--- src/rtl/qk_core_sequencer_pkg.sv ---
// ----------------------------------------------------------------------------
// qk_ctrl_pkg
// Shared definitions for the QK attention core sequencer: the phase enum,
// the bit positions of the fixed 19-bit core instruction word and the SFP
// timing constants.
// ----------------------------------------------------------------------------
package qk_ctrl_pkg;

    // Sequencer phases, in the order a normal run walks through them
    typedef enum logic [3:0] {
        IDLE,
        WR_Q,
        WR_K,
        LOAD,
        GAP1,
        EXEC,
        GAP2,
        MOVE,
        SFP,
        TAIL,
        DONE
    } qk_state_t;

    // Instruction word layout
    localparam int BIT_DIV      = 18;
    localparam int BIT_ACC      = 17;
    localparam int BIT_OFIFO_RD = 16;
    localparam int QK_ADD_LSB   = 12;
    localparam int P_ADD_LSB    = 8;
    localparam int BIT_EXEC     = 7;
    localparam int BIT_LOAD     = 6;
    localparam int BIT_Q_RD     = 5;
    localparam int BIT_Q_WR     = 4;
    localparam int BIT_K_RD     = 3;
    localparam int BIT_K_WR     = 2;
    localparam int BIT_P_RD     = 1;
    localparam int BIT_P_WR     = 0;
    localparam int ADDR_FIELD_W = 4;

    // SFP timing: six cycles per row (idle, acc, acc, idle, div, div), then
    // two trailing div cycles after the last row
    localparam int SFP_ROW_CYC  = 6;
    localparam int SFP_TAIL_CYC = 2;

endpackage

--- src/rtl/qk_core_sequencer_sfp_phase_seq.sv ---
// ----------------------------------------------------------------------------
// sfp_phase_seq
// Phase counter for one SFP row. While enabled it steps through the six
// phases of a row and decodes the acc/div strobes for the current phase.
// Ports:
//   clk      in   clock
//   reset    in   asynchronous, active-low reset
//   en       in   high while the sequencer is in its SFP phase
//   acc      out  accumulate strobe for the current phase
//   div      out  divide strobe for the current phase
//   row_done out  high in the last phase of a row
// ----------------------------------------------------------------------------
module sfp_phase_seq
    import qk_ctrl_pkg::*;
(
    input  logic clk,
    input  logic reset,
    input  logic en,
    output logic acc,
    output logic div,
    output logic row_done
);

    localparam logic [2:0] PHASE_LAST = 3'(SFP_ROW_CYC - 1);

    logic [2:0] phase;

    // Phase restarts whenever the sequencer leaves SFP so an aborted run
    // never leaves a half-finished row behind
    always_ff @(posedge clk or negedge reset) begin
        if (!reset) begin
            phase <= '0;
        end else if (!en || phase == PHASE_LAST) begin
            phase <= '0;
        end else begin
            phase <= phase + 3'd1;
        end
    end

    assign acc      = en && (phase == 3'd1 || phase == 3'd2);
    assign div      = en && (phase >= 3'd4);
    assign row_done = en && (phase == PHASE_LAST);

endmodule

--- src/rtl/qk_core_sequencer.sv ---
// ----------------------------------------------------------------------------
// qk_core_sequencer
// Autonomous controller for one QK attention core. A start pulse writes n_q
// Q rows and COL K rows from the host beat stream, loads K into the PE array,
// executes, drains ofifo into pmem and runs the SFP acc/div sequence per row.
//
// Every output is a register. The instruction word is issued the cycle after
// the condition it answers was sampled: a host beat accepted on a clock edge
// (in_valid && in_ready) shows up as q_wr/k_wr in the following cycle, and a
// non-empty ofifo sampled on an edge shows up as ofifo_rd/p_wr in the
// following cycle. The core's mem_in path must therefore carry the beat
// forward by one register stage.
//
// Ports:
//   clk        in   clock
//   reset      in   asynchronous, active-low reset
//   start      in   run request, accepted only when idle and n_q != 0
//   abort      in   return to IDLE on the next edge from any phase
//   n_q        in   number of Q rows (1..2**ADDR_W), latched on start
//   in_valid   in   host Q/K beat valid
//   in_ready   out  a beat is consumed this cycle (WR_Q/WR_K)
//   fifo_empty in   core ofifo empty
//   inst       out  core instruction word
//   busy       out  run in progress (stays high through the done cycle)
//   done       out  one-cycle pulse after the SFP tail
// ----------------------------------------------------------------------------
module qk_core_sequencer
    import qk_ctrl_pkg::*;
#(
    parameter int COL    = 8,
    parameter int ADDR_W = 4,
    parameter int SETTLE = 10,
    parameter int INST_W = 19
) (
    input  logic              clk,
    input  logic              reset,
    input  logic              start,
    input  logic              abort,
    input  logic [ADDR_W:0]   n_q,
    input  logic              in_valid,
    output logic              in_ready,
    input  logic              fifo_empty,
    output logic [INST_W-1:0] inst,
    output logic              busy,
    output logic              done
);

    localparam int CNT_MAX = (COL + 2 > SETTLE) ? COL + 2 : SETTLE;
    localparam int CNT_W   = $clog2(CNT_MAX + 1);

    localparam logic [CNT_W-1:0]  CNT_ONE     = CNT_W'(1);
    localparam logic [CNT_W-1:0]  LOAD_LAST   = CNT_W'(COL + 1);
    localparam logic [CNT_W-1:0]  SETTLE_LAST = CNT_W'(SETTLE - 1);
    localparam logic [CNT_W-1:0]  TAIL_LAST   = CNT_W'(SFP_TAIL_CYC - 1);
    localparam logic [ADDR_W:0]   ROW_ONE     = {{ADDR_W{1'b0}}, 1'b1};
    localparam logic [ADDR_W:0]   K_LAST      = (ADDR_W + 1)'(COL - 1);

    qk_state_t        state;
    logic [CNT_W-1:0] cnt;
    logic [ADDR_W:0]  row;
    logic [ADDR_W:0]  nq_last;
    logic             sfp_acc;
    logic             sfp_div;
    logic             sfp_row_done;

    sfp_phase_seq u_sfp_phase_seq (
        .clk      (clk),
        .reset    (reset),
        .en       (state == SFP),
        .acc      (sfp_acc),
        .div      (sfp_div),
        .row_done (sfp_row_done)
    );

    // Main sequencer. Each branch decides the next phase and the instruction
    // word for the next cycle; inst and done fall back to zero unless a branch
    // drives them. Abort overrides whatever the current phase would do.
    always_ff @(posedge clk or negedge reset) begin
        if (!reset) begin
            state    <= IDLE;
            cnt      <= '0;
            row      <= '0;
            nq_last  <= '0;
            inst     <= '0;
            in_ready <= 1'b0;
            busy     <= 1'b0;
            done     <= 1'b0;
        end else begin
            inst <= '0;
            done <= 1'b0;
            if (abort) begin
                state    <= IDLE;
                cnt      <= '0;
                row      <= '0;
                in_ready <= 1'b0;
                busy     <= 1'b0;
            end else begin
                case (state)
                    IDLE: begin
                        // busy still high here means the done pulse is on
                        // the outputs; a new run waits one more cycle
                        if (start && n_q != '0 && !busy) begin
                            nq_last  <= n_q - ROW_ONE;
                            row      <= '0;
                            cnt      <= '0;
                            in_ready <= 1'b1;
                            busy     <= 1'b1;
                            state    <= WR_Q;
                        end else begin
                            busy <= 1'b0;
                        end
                    end
                    WR_Q: begin
                        if (in_valid) begin
                            inst[BIT_Q_WR] <= 1'b1;
                            inst[QK_ADD_LSB +: ADDR_FIELD_W] <= ADDR_FIELD_W'(row);
                            if (row == nq_last) begin
                                row   <= '0;
                                state <= WR_K;
                            end else begin
                                row <= row + ROW_ONE;
                            end
                        end
                    end
                    WR_K: begin
                        if (in_valid) begin
                            inst[BIT_K_WR] <= 1'b1;
                            inst[QK_ADD_LSB +: ADDR_FIELD_W] <= ADDR_FIELD_W'(row);
                            if (row == K_LAST) begin
                                row      <= '0;
                                cnt      <= '0;
                                in_ready <= 1'b0;
                                state    <= LOAD;
                            end else begin
                                row <= row + ROW_ONE;
                            end
                        end
                    end
                    LOAD: begin
                        // First and last LOAD cycles assert load alone; the
                        // COL cycles between also read K row cnt-1
                        inst[BIT_LOAD] <= 1'b1;
                        if (cnt != '0 && cnt != LOAD_LAST) begin
                            inst[BIT_K_RD] <= 1'b1;
                            inst[QK_ADD_LSB +: ADDR_FIELD_W] <= ADDR_FIELD_W'(cnt - CNT_ONE);
                        end
                        if (cnt == LOAD_LAST) begin
                            cnt   <= '0;
                            state <= GAP1;
                        end else begin
                            cnt <= cnt + CNT_ONE;
                        end
                    end
                    GAP1, GAP2: begin
                        if (cnt == SETTLE_LAST) begin
                            cnt   <= '0;
                            row   <= '0;
                            state <= (state == GAP1) ? EXEC : MOVE;
                        end else begin
                            cnt <= cnt + CNT_ONE;
                        end
                    end
                    EXEC: begin
                        inst[BIT_EXEC] <= 1'b1;
                        inst[BIT_Q_RD] <= 1'b1;
                        inst[QK_ADD_LSB +: ADDR_FIELD_W] <= ADDR_FIELD_W'(row);
                        if (row == nq_last) begin
                            row   <= '0;
                            cnt   <= '0;
                            state <= GAP2;
                        end else begin
                            row <= row + ROW_ONE;
                        end
                    end
                    MOVE: begin
                        if (!fifo_empty) begin
                            inst[BIT_OFIFO_RD] <= 1'b1;
                            inst[BIT_P_WR]     <= 1'b1;
                            inst[P_ADD_LSB +: ADDR_FIELD_W] <= ADDR_FIELD_W'(row);
                            if (row == nq_last) begin
                                row   <= '0;
                                state <= SFP;
                            end else begin
                                row <= row + ROW_ONE;
                            end
                        end
                    end
                    SFP: begin
                        inst[BIT_P_RD] <= 1'b1;
                        inst[BIT_ACC]  <= sfp_acc;
                        inst[BIT_DIV]  <= sfp_div;
                        inst[P_ADD_LSB +: ADDR_FIELD_W] <= ADDR_FIELD_W'(row);
                        if (sfp_row_done) begin
                            if (row == nq_last) begin
                                row   <= '0;
                                cnt   <= '0;
                                state <= TAIL;
                            end else begin
                                row <= row + ROW_ONE;
                            end
                        end
                    end
                    TAIL: begin
                        inst[BIT_DIV] <= 1'b1;
                        if (cnt == TAIL_LAST) begin
                            cnt   <= '0;
                            state <= DONE;
                        end else begin
                            cnt <= cnt + CNT_ONE;
                        end
                    end
                    DONE: begin
                        done  <= 1'b1;
                        state <= IDLE;
                    end
                    default: begin
                        state <= IDLE;
                    end
                endcase
            end
        end
    end

endmodule

--- config.mk ---
export PLATFORM = sky130hd
export DESIGN_NAME = qk_core_sequencer
export DESIGN_NICKNAME = d
export VERILOG_FILES = /design/src/rtl/qk_core_sequencer_pkg.sv /design/src/rtl/qk_core_sequencer_sfp_phase_seq.sv /design/src/rtl/qk_core_sequencer.sv
export SDC_FILE = /design/constraint.sdc
export NUM_CORES = 1
export LEC_CHECK = 0
export BUFFER_PORTS_ARGS = -buffer_cell sky130_fd_sc_hd__buf_2
export CORE_MARGIN = 2
export CORE_UTILIZATION = 45
export DETAILED_ROUTE_END_ITERATION = 6
export GPL_TIMING_DRIVEN = 0
export PLACE_DENSITY_LB_ADDON = 0.12
export SLEW_MARGIN = 0
export SYNTH_ARGS = -nofsm -noshare
export SYNTH_HDL_FRONTEND = slang
export SYNTH_SLANG_ARGS = --single-unit
--- constraint.sdc ---
create_clock -name clk -period 5.1 [get_ports clk]
set_input_delay 0.255 -clock clk [delete_from_list [all_inputs] [get_ports clk]]
set_output_delay 0.255 -clock clk [all_outputs]
set_load 0.05 [all_outputs]
======== Yosys cells after proc, flatten, opt, wreduce, memory -nomap -nowiden ========
Cells that the tools add are included.
word-level totals
  flip-flop bits (word level) ............. 43
  input port bits ......................... 11
cells by class
  reductions and logical operators ........ 25
  multiplexer cells ....................... 64
  $lt $le $gt $ge ......................... 1
  $add $sub $neg .......................... 5
  equal/unequal tests ..................... 31
  bitwise gates (word level) .............. 1
operators with widths
  operator             number
  $mux 4               25
  $mux 5               9
  $ne 3x3->1 const B   13
  $pmux 4 s9           1
  $pmux 5 s7           1
  $pmux 4 s6           1
  $mux 1               20
  $mux 19              1
  $eq 4x3->1 const B   4
  $eq 4x4->1 const B   4
  $reduce_and 13->1    1
  $pmux 4 s3           1
  $eq 4x1->1 const B   2
  $eq 4x2->1 const B   2
  $pmux 4 s2           1
  $reduce_bool 8->1    1
  $reduce_and 7->1     1
  $reduce_bool 7->1    1
  $logic_and 1x1->1    6
  $add 5x1->5 const B  1
  $eq 5x3->1 const B   1
  $eq 5x5->1           1
  $reduce_and 5->1     1
  $reduce_bool 5->1    1
  other kinds (23)     27

======== Logic depth before layout (Yosys ltp) ========
Gate-level depths: netlist of the first run.
  depth after elaboration ................. 6
  gate-level depth with buffers ........... 8

======== Modules after synthesis ========
Synthesis of the first run repeated with hierarchy kept, for this count alone.
unflattened totals
  cell total of the unflattened synthesis .. 249
  area total of the unflattened synthesis .. 2391.0 um^2
modules (own cells, without submodules)
  module             cells each  instances  area each (um^2)  seq. area each (um^2)
  qk_core_sequencer  232         1          2214.6            950.9
  sfp_phase_seq      17          1          176.4             75.1

======== Worst setup path before layout of the first run ========
Ideal clock, no wire load.
  kind .................................... reg-to-reg
  start point ............................. register cnt[1]
  end point ............................... register state[0]
  required time ........................... 4.975 ns
  slack ................................... 3.023 ns
  stages on the path, launching flop included .. 9
  buffers on the path ..................... 0
  data arrival time ....................... 1.952 ns
  period minus slack after synthesis ...... 2.077 ns
  cell sequence ........................... dfrtp_1 -> inv_1 -> ha_1 -> inv_2 -> o311ai_2 -> o41ai_4 -> or2_4 -> nor3_4 -> mux2_4
between the ends
  word-level cells in the longest chain between the ends .. 3
ends and longest elaborated chain
  element                                          RTL line                                                                      source
  start, declared                                  qk_core_sequencer.sv:59                                                       logic [CNT_W-1:0] cnt;
  start signal, assigned                           qk_core_sequencer.sv:151                                                      cnt <= cnt + CNT_ONE;
  start signal, assigned                           qk_core_sequencer.sv:160                                                      cnt <= cnt + CNT_ONE;
  start signal, assigned                           qk_core_sequencer.sv:209                                                      cnt <= cnt + CNT_ONE;
  $eq 4x1->1 / $eq 4x4->1 (equally long branches)  qk_core_sequencer.sv:205, qk_core_sequencer.sv:147, qk_core_sequencer.sv:155
  $ne 3x3->1 (no line)                             -
  $reduce_and 13->1 (no line) *                    -
  end signal, assigned                             qk_core_sequencer.sv:158                                                      state <= (state == GAP1) ? EXEC : MOVE;
  end, declared                                    qk_core_sequencer.sv:58                                                       qk_state_t state;
Every way passes the cells marked *; elsewhere a longest branch is shown, timed or not.
A chain may end at the register's enable or synchronous reset.

======== Final worst setup path of the first run ========
Same ends and word-level chain as after synthesis.

==> results.ini, run 1 <==
[run_status]
status=completed

[grt]
grt.overflow.total=0
grt_pass1_vias=1777
grt_antenna_before_repair=0
track_usage_pct=18.4
grt_first_pass_wirelength_mm=8.58
grt_max_degree=42

[cells_and_area]
antennaDiodeCount=0
final_cells=351
final_cell_mix=41 x dfrtp_1, 33 x buf_2, 24 x nand2_1, 23 x nor2_1
mostFrequentLayoutCell=dfrtp_1
fin_area_um2=2680
area_growth_pct=14.7
drive_gt1_share_pct=22.8
fin_nets=301

[critical_path]
worst-path-max-fanout=8
cp_cell_sequence=inv_1 > ha_1 > inv_2 > o311ai_2 > o41ai_4 > or2_4 > nor3_4 > mux2_4
crit_family=simple AND/OR/NAND/NOR gates
r2r_cells=8
setup.worst_path.end_class=flip-flop
critPathKind=reg -> reg
r2r-start=cnt[1]
slowest_stage=dfrtp_1
cp-start-kind=flip-flop
slowest_delay_ns=0.44
cp.arrival_ns=2.49
r2r_slack_ns=2.80
critical_path_buf_inv_count=2
r2r-end=state[0]
cp.required_ns=5.29

[logic_synthesis]
ys_ff_latch=41
synth-simple-area-share_pct=21.9
synth_compound_gate_area_share_pct=16.0
postSynth.asyncResetShare_pct=100
synth_area_um2=2340
ys_warn_count=0
yosys.area.top_type=dfrtp_1
syn_inst=242
synth_top_family_by_area=simple AND/OR/NAND/NOR gates
muxShareOfSynthArea_pct=3.05
seq_area_frac_synth_pct=43.9
syn_avg_cell_area_um2=9.65
yosys.area_share.xor_xnor_pct=4.12
synth_edf_count=0
yosysTopAreaCellShare_pct=43.9
synth_nets=263
synthAdderAreaFrac_pct=5.36
ys.flop_type=dfrtp_1
synth_cell_types=53
ys_top_cells_by_area=dfrtp_1 44%, ha_1 5.4%, xnor2_1 4.1%

[sta]
fin_ws_ns=2.80
finalHoldViolCount=0
period_share_pct=45.2
tns_ns=0
rsz0062_at_grt=no
clock_skew_ns=0.00542
fmax_mhz=434
slew_headroom_pct=40.3
setup_viol=0
fin_crit_ns=2.30
worstMarginPinSlew_ns=0.895
report.final.slew_viol_count=0

[clock_network]
hold_buffers=0
numCtsBuffers=5
numClockSinks=41
cts_buffer_depth=2
htreeDepth=2
clkTransAtPathRegs_ns=0.08
cts_root_buffer=clkbuf_8
post_cts_buffers=0
post_cts_resized=0
tritoncts=done
insertion_delay_ns=0.30

[routing]
dr.pass1.iters=4
wl_mm=4.89
vias_per_cell=5.22
drc=0
avgRoutedWirePerCell_um=13.9
ant_nets=0
vias=1832
drt_iter0_markers=77

[power_and_ir_drop]
totalPowerFinal_mw=1.18
p_per_area_nw_per_um2=441
netSwitchingFraction_pct=40.6
seq_power_share_pct=36.0
switchingPower_uw=480
clkPwrFrac_pct=19.7
p_int_uw=701
vdd_drop_max_mv=0.199
pwr-share-comb_pct=44.3
leakage_nw=1.29

[floorplanning]
num_rows=26
core_area_um2=5040
die_x_um=76.1
die-area_um2=5780
io_pins=33
start_util_pct=46.3
die_y_um=76.1

[hold_path]
hp-class=in -> async

[flow_run]
drv_cap=0

[placed_design]
gp_congestion=0.831
place_area_um2=2580
dp_cells=343
place_ws_ns=2.83
io_buffer_count=31
hpwlAfterDp_mm=3.60

[power groups by stage]
stage               logic [mW]  clock network [mW]  registers [mW]
floorplan                0.378                   0           0.456
global placement         0.516                   0           0.429
finish                   0.523               0.233           0.425
CTS                      0.524               0.241           0.425
detailed placement       0.521                   0           0.431
global route             0.580               0.251           0.433
[kinds of logic after synthesis]
family | after synthesis
AO/OA/AOI/OAI | 48
XOR/XNOR | 11
adder cells (fa/ha/maj) | 10
buffers and inverters | 30
flip-flops | 41
multiplexers | 6
AND/OR/NAND/NOR | 96
[state kept, by name, indices dropped and copies added, names as in the netlist]
register and cells:
in_ready 1, u_sfp_phase_seq.phase 3, inst 17, done 1, cnt 4, state 4
row 5, nq_last 5, busy 1
[final cells by class]
class	count	area [µm²]
well taps	70	87.6
repair buffers	31	155
plain buffers	13	70.1
multi-input cells	171	1180
clock inverters	1	5.00
inverters	17	63.8
clock buffers	7	96.3
flip-flops and latches	41	1030
fillers	485	2360
[metal layers]
metal | part of all wire [%] | GRT usage (%) | up-vias
met5 | 0 | 0 | -
met4 | 2.1 | 6.91 | 0
met3 | 5.3 | 3.44 | 12
met2 | 45 | 28.7 | 52
met1 | 48 | 25.6 | 862
li1 | - | - | 906
[metrics by stage]
stage / hold WS (ns) / utilization (%)
after CTS: 0.115 / 53.2
after global placement: 0.433 / 51.1
after floorplan: -0.0406 / -
after detailed placement: 0.440 / 51.1
final: 0.0799 / 53.2
after global routing: 0.141 / 53.2
[synth_stat cells (2+ instances only)]
library cell  instances
a21oi_1              14
a22o_1                2
a31oi_1               3
and2_1                8
and3_1                3
buf_2                 2
buf_4                 5
clkbuf_1              5
dfrtp_1              41
ha_1                 10
inv_1                14
inv_2                 3
mux2_4                2
mux2i_1               3
nand2_1              24
nand2b_1              5
nand3_1               8
nor2_1               23
nor2b_1               2
nor3_1                6
nor3b_1               2
nor4_1                2
o21a_1                2
o21ai_0              10
o22ai_1               3
or3_1                 3
xnor2_1              11
[worst max path at each step]
stage                start       end  slack (ns)  cells after the start
CTS                 cnt[1]  state[0]        2.81                      8
floorplan           cnt[1]  state[0]        3.02                      8
global placement    cnt[1]  state[3]        2.85                      8
global route        row[0]  state[0]        2.63                      6
finish              cnt[1]  state[0]        2.80                      8
detailed placement  cnt[1]  state[0]        2.83                      8
(Power assumes the default switching activity.)
==> run 2, diff against run 1 <==
--- a/config.mk
+++ b/config.mk
@@ -5,6 +5,7 @@
 export SDC_FILE = /design/constraint.sdc
 export NUM_CORES = 1
 export LEC_CHECK = 0
+export ABC_AREA = 1
 export BUFFER_PORTS_ARGS = -buffer_cell sky130_fd_sc_hd__buf_2
 export CORE_MARGIN = 2
 export CORE_UTILIZATION = 45
==> constraint.sdc (replaced) <==
create_clock -name clk -period 2.4 [get_ports clk]
set_input_delay 0.12 -clock clk [delete_from_list [all_inputs] [get_ports clk]]
set_output_delay 0.12 -clock clk [all_outputs]
set_load 0.05 [all_outputs]
==> run 2 against run 1 <==
Net effect:
- critical path depth rose by 2
- sequential cell count unchanged
- clock power up 84%
- cell area grew 2.2%
- sequential power increased by 110%
- routed wire length up 1.5%
- synthesized cell count increased by 26%
- global-route usage hardly changed
- power rose by 110%
- maximum frequency is 34% higher
- non-clock buffer count shrank 6
- core utilization is 0.13 points higher
- critical path type unchanged
- critical endpoint is now cnt[3]
- largest cell class unchanged
==> results.ini, run 2 <==
[cells_and_area]
final_cell_mix=84 x nand2_1, 41 x dfrtp_1, 36 x nor2_1, 35 x inv_1, 33 x buf_2  ; was 41 x dfrtp_1, 33 x buf_2, 24 x nand2_1, 23 x nor2_1
antennaDiodeCount=0  ; unchanged
multi_input_area_um2=1200  ; was 1180 µm²
mostFrequentLayoutCell=nand2_1  ; was dfrtp_1
largest_reg_flops=17  ; unchanged
drive_gt1_share_pct=20.5  ; was 22.8%
fin_nets=367  ; was 301
top_register=inst  ; unchanged
nFillCells=539  ; was 485
area_growth_pct=14.1  ; was 14.7%
seqCellArea_um2=1030  ; unchanged
reg.largest.list=inst: 17 flops, nq_last: 5 flops, row: 5 flops  ; unchanged

[logic_synthesis]
yosys.area.top_type=dfrtp_1  ; unchanged
synthAdderAreaFrac_pct=5.21  ; was 5.36%
synth_edf_count=0  ; unchanged
synth_compound_gate_area_share_pct=5.37  ; was 16.0%
synth_nets=327  ; was 263
synth_cell_types=31  ; was 53
seq_area_frac_synth_pct=42.7  ; was 43.9%
yosys.area_share.xor_xnor_pct=3.65  ; was 4.12%
synth_top_family_by_area=simple AND/OR/NAND/NOR gates  ; unchanged
ys_ff_latch=41  ; unchanged
synth_common_cells=84 x nand2_1, 41 x dfrtp_1, 36 x nor2_1  ; was 41 x dfrtp_1, 24 x nand2_1, 23 x nor2_1
synth-simple-area-share_pct=35.6  ; was 21.9%
synth_most_common_cell=nand2_1  ; was dfrtp_1
postSynth.asyncResetShare_pct=100  ; unchanged
syn_avg_cell_area_um2=7.85  ; was 9.65 µm²
ys_warn_count=0  ; unchanged
muxShareOfSynthArea_pct=0  ; was 3.05%
ys_top_cells_by_area=dfrtp_1 43%, nand2_1 13%, nor2_1 5.6%  ; was dfrtp_1 44%, ha_1 5.4%, xnor2_1 4.1%
yosysTopAreaCellShare_pct=42.7  ; was 43.9%
syn_inst=306  ; was 242
ys.flop_type=dfrtp_1  ; unchanged
synth_area_um2=2400  ; was 2340 µm²

[sta]
fin_crit_ns=1.71  ; was 2.30 ns
setup_viol=0  ; unchanged
tns_ns=0  ; unchanged
worstMarginPinSlew_ns=0.892  ; was 0.895 ns
whs_ns=0.0531  ; was 0.0799 ns
clock_skew_ns=0.00259  ; was 0.00542 ns
period_share_pct=71.4  ; was 45.2%
report.final.slew_viol_count=0  ; unchanged
finalHoldViolCount=0  ; unchanged
fmax_mhz=584  ; was 434 MHz
rsz0062_at_grt=no  ; unchanged
slew_headroom_pct=40.5  ; was 40.3%

[clock_network]
post_cts_buffers=0  ; unchanged
insertion_delay_ns=0.29  ; was 0.30 ns
clkTransAtPathRegs_ns=0.07  ; was 0.08 ns
post_cts_resized=0  ; unchanged
cts_buffer_depth=2  ; unchanged
cts_root_buffer=clkbuf_8  ; unchanged
hold_buffers=1  ; was 0
numClockSinks=41  ; unchanged
numCtsBuffers=5  ; unchanged
htreeDepth=2  ; unchanged
tritoncts=done  ; unchanged

[grt]
grt_antenna_before_repair=0  ; unchanged
track_usage_pct=18.4  ; about the same
grt_first_pass_wirelength_mm=8.62  ; was 8.58 mm
grt_pass1_vias=1908  ; was 1777
grt.overflow.total=0  ; unchanged
grt_max_degree=42  ; unchanged

[flow_run]
drv_cap=0  ; unchanged

[critical_path]
critPathKind=reg -> reg  ; unchanged
cp.arrival_ns=1.90  ; was 2.49 ns
setup.worst_path.end_class=flip-flop  ; unchanged
startpoint=row[0]  ; was cnt[1]
slowest_stage=dfrtp_1  ; unchanged
r2r_slack_ns=0.69  ; was 2.80 ns
slowest_delay_ns=0.46  ; was 0.44 ns
r2r-start=row[0]  ; was cnt[1]
cp.required_ns=2.59  ; was 5.29 ns
worst-path-max-fanout=7  ; was 8
cp_cell_sequence=ha_1 > nand2_1 > inv_1 > nand2_1 > nand3_1 > nand2_1 > nor2_1 > nand3_2 > nand2_1 > nand2_1  ; was inv_1 > ha_1 > inv_2 > o311ai_2 > o41ai_4 > or2_4 > nor3_4 > mux2_4
r2r-end=cnt[3]  ; was state[0]
crit_top_cell=nand2_1
cp-start-kind=flip-flop  ; unchanged
r2r_cells=10  ; was 8

[floorplanning]
die_x_um=77.0  ; was 76.1 µm
core_area_um2=5140  ; was 5040 µm²
start_util_pct=46.7  ; was 46.3%
num_rows=26  ; unchanged
die_y_um=77.0  ; was 76.1 µm
die-area_um2=5940  ; was 5780 µm²
io_pins=33  ; unchanged

[routing]
vias=1978  ; was 1832
avgRoutedWirePerCell_um=11.9  ; was 13.9 µm
drt_iter0_markers=77  ; unchanged
vias_per_cell=4.74  ; was 5.22
drc=0  ; unchanged
dr.pass1.iters=5  ; was 4
ant_nets=0  ; unchanged
wl_mm=4.96  ; was 4.89 mm

[power_and_ir_drop]
vdd_drop_max_mv=0.498  ; was 0.199 mV
p_per_area_nw_per_um2=896  ; was 441 nW/µm²
leakage_nw=1.53  ; was 1.29 nW

[hold_path]
hold_start=n_q[0]
hold-path-endpoint=nq_last[0]
hp-class=in -> reg  ; was in -> async
hold_depth=2

[run_status]
status=completed  ; unchanged

[placed_design]
gp_congestion=0.920  ; was 0.831
io_buffer_count=32  ; was 31
hpwlAfterDp_mm=3.83  ; was 3.60 mm

run 2: how the worst max path moves through the flow:
stage                  end  slack [ns]  cells past startpoint
floorplan           cnt[2]        0.95                      8
global route        cnt[3]        0.52                     10
global placement    cnt[0]        0.72                     10
detailed placement  cnt[0]        0.72                     10
finish              cnt[3]        0.69                     10
CTS                 cnt[0]        0.70                     10
run 2: through the flow:
stage	power (mW)	utilization (%)	instances	cell area, µm²	setup slack [ns]
2_1_floorplan	1.78	-	306	2400	0.950
3_3_place_gp	2.02	51.5	408	2650	0.721
3_5_place_dp	2.03	51.5	408	2650	0.724
4_1_cts	2.47	53.3	417	2740	0.699
5_1_grt	2.67	53.3	417	2740	0.519
6_report	2.45	53.3	417	2740	0.686
run 2: routing by layer:
layer / part of all wire (%) / GRT usage [%] / vias up
met5: 0 / 0 / -
met4: 1.7 / 7.50 / 0
met3: 4.1 / 4.47 / 7
met2: 45 / 27.7 / 37
met1: 49 / 25.4 / 891
li1: - / - / 1043
run 2: logic make-up after synthesis:
kind of cell             Yosys count
AND/OR/NAND/NOR                  179
buffers and inverters             43
flip-flops                        41
AO/OA/AOI/OAI                     23
XOR/XNOR                          10
adder cells (fa/ha/maj)           10
run 2: cell type report:
class | count | share of cell area (%)
Sequential cell | 41 | 37.5
Clock buffer | 8 | 2.92
Buffer | 5 | 1.28
Timing Repair Buffer | 33 | 6.21
Inverter | 38 | 5.21
Tap cell | 70 | 3.20
Multi-Input combinational cell | 222 | 43.7
run 2: critical path, delay by kind of cell (launching register included):
kind / cells / cell delay [ns]
fa+ha+maj: 1 / 0.21
buf+inv: 1 / 0.10
flops: 1 / 0.46
simple gates: 8 / 0.84
run 2: where the power goes:
part           total (mW)  internal [mW]  switching, mW
registers           0.912          0.793          0.118
clock network       0.429          0.207          0.222
logic                1.11          0.351          0.762
total                2.45           1.35           1.10
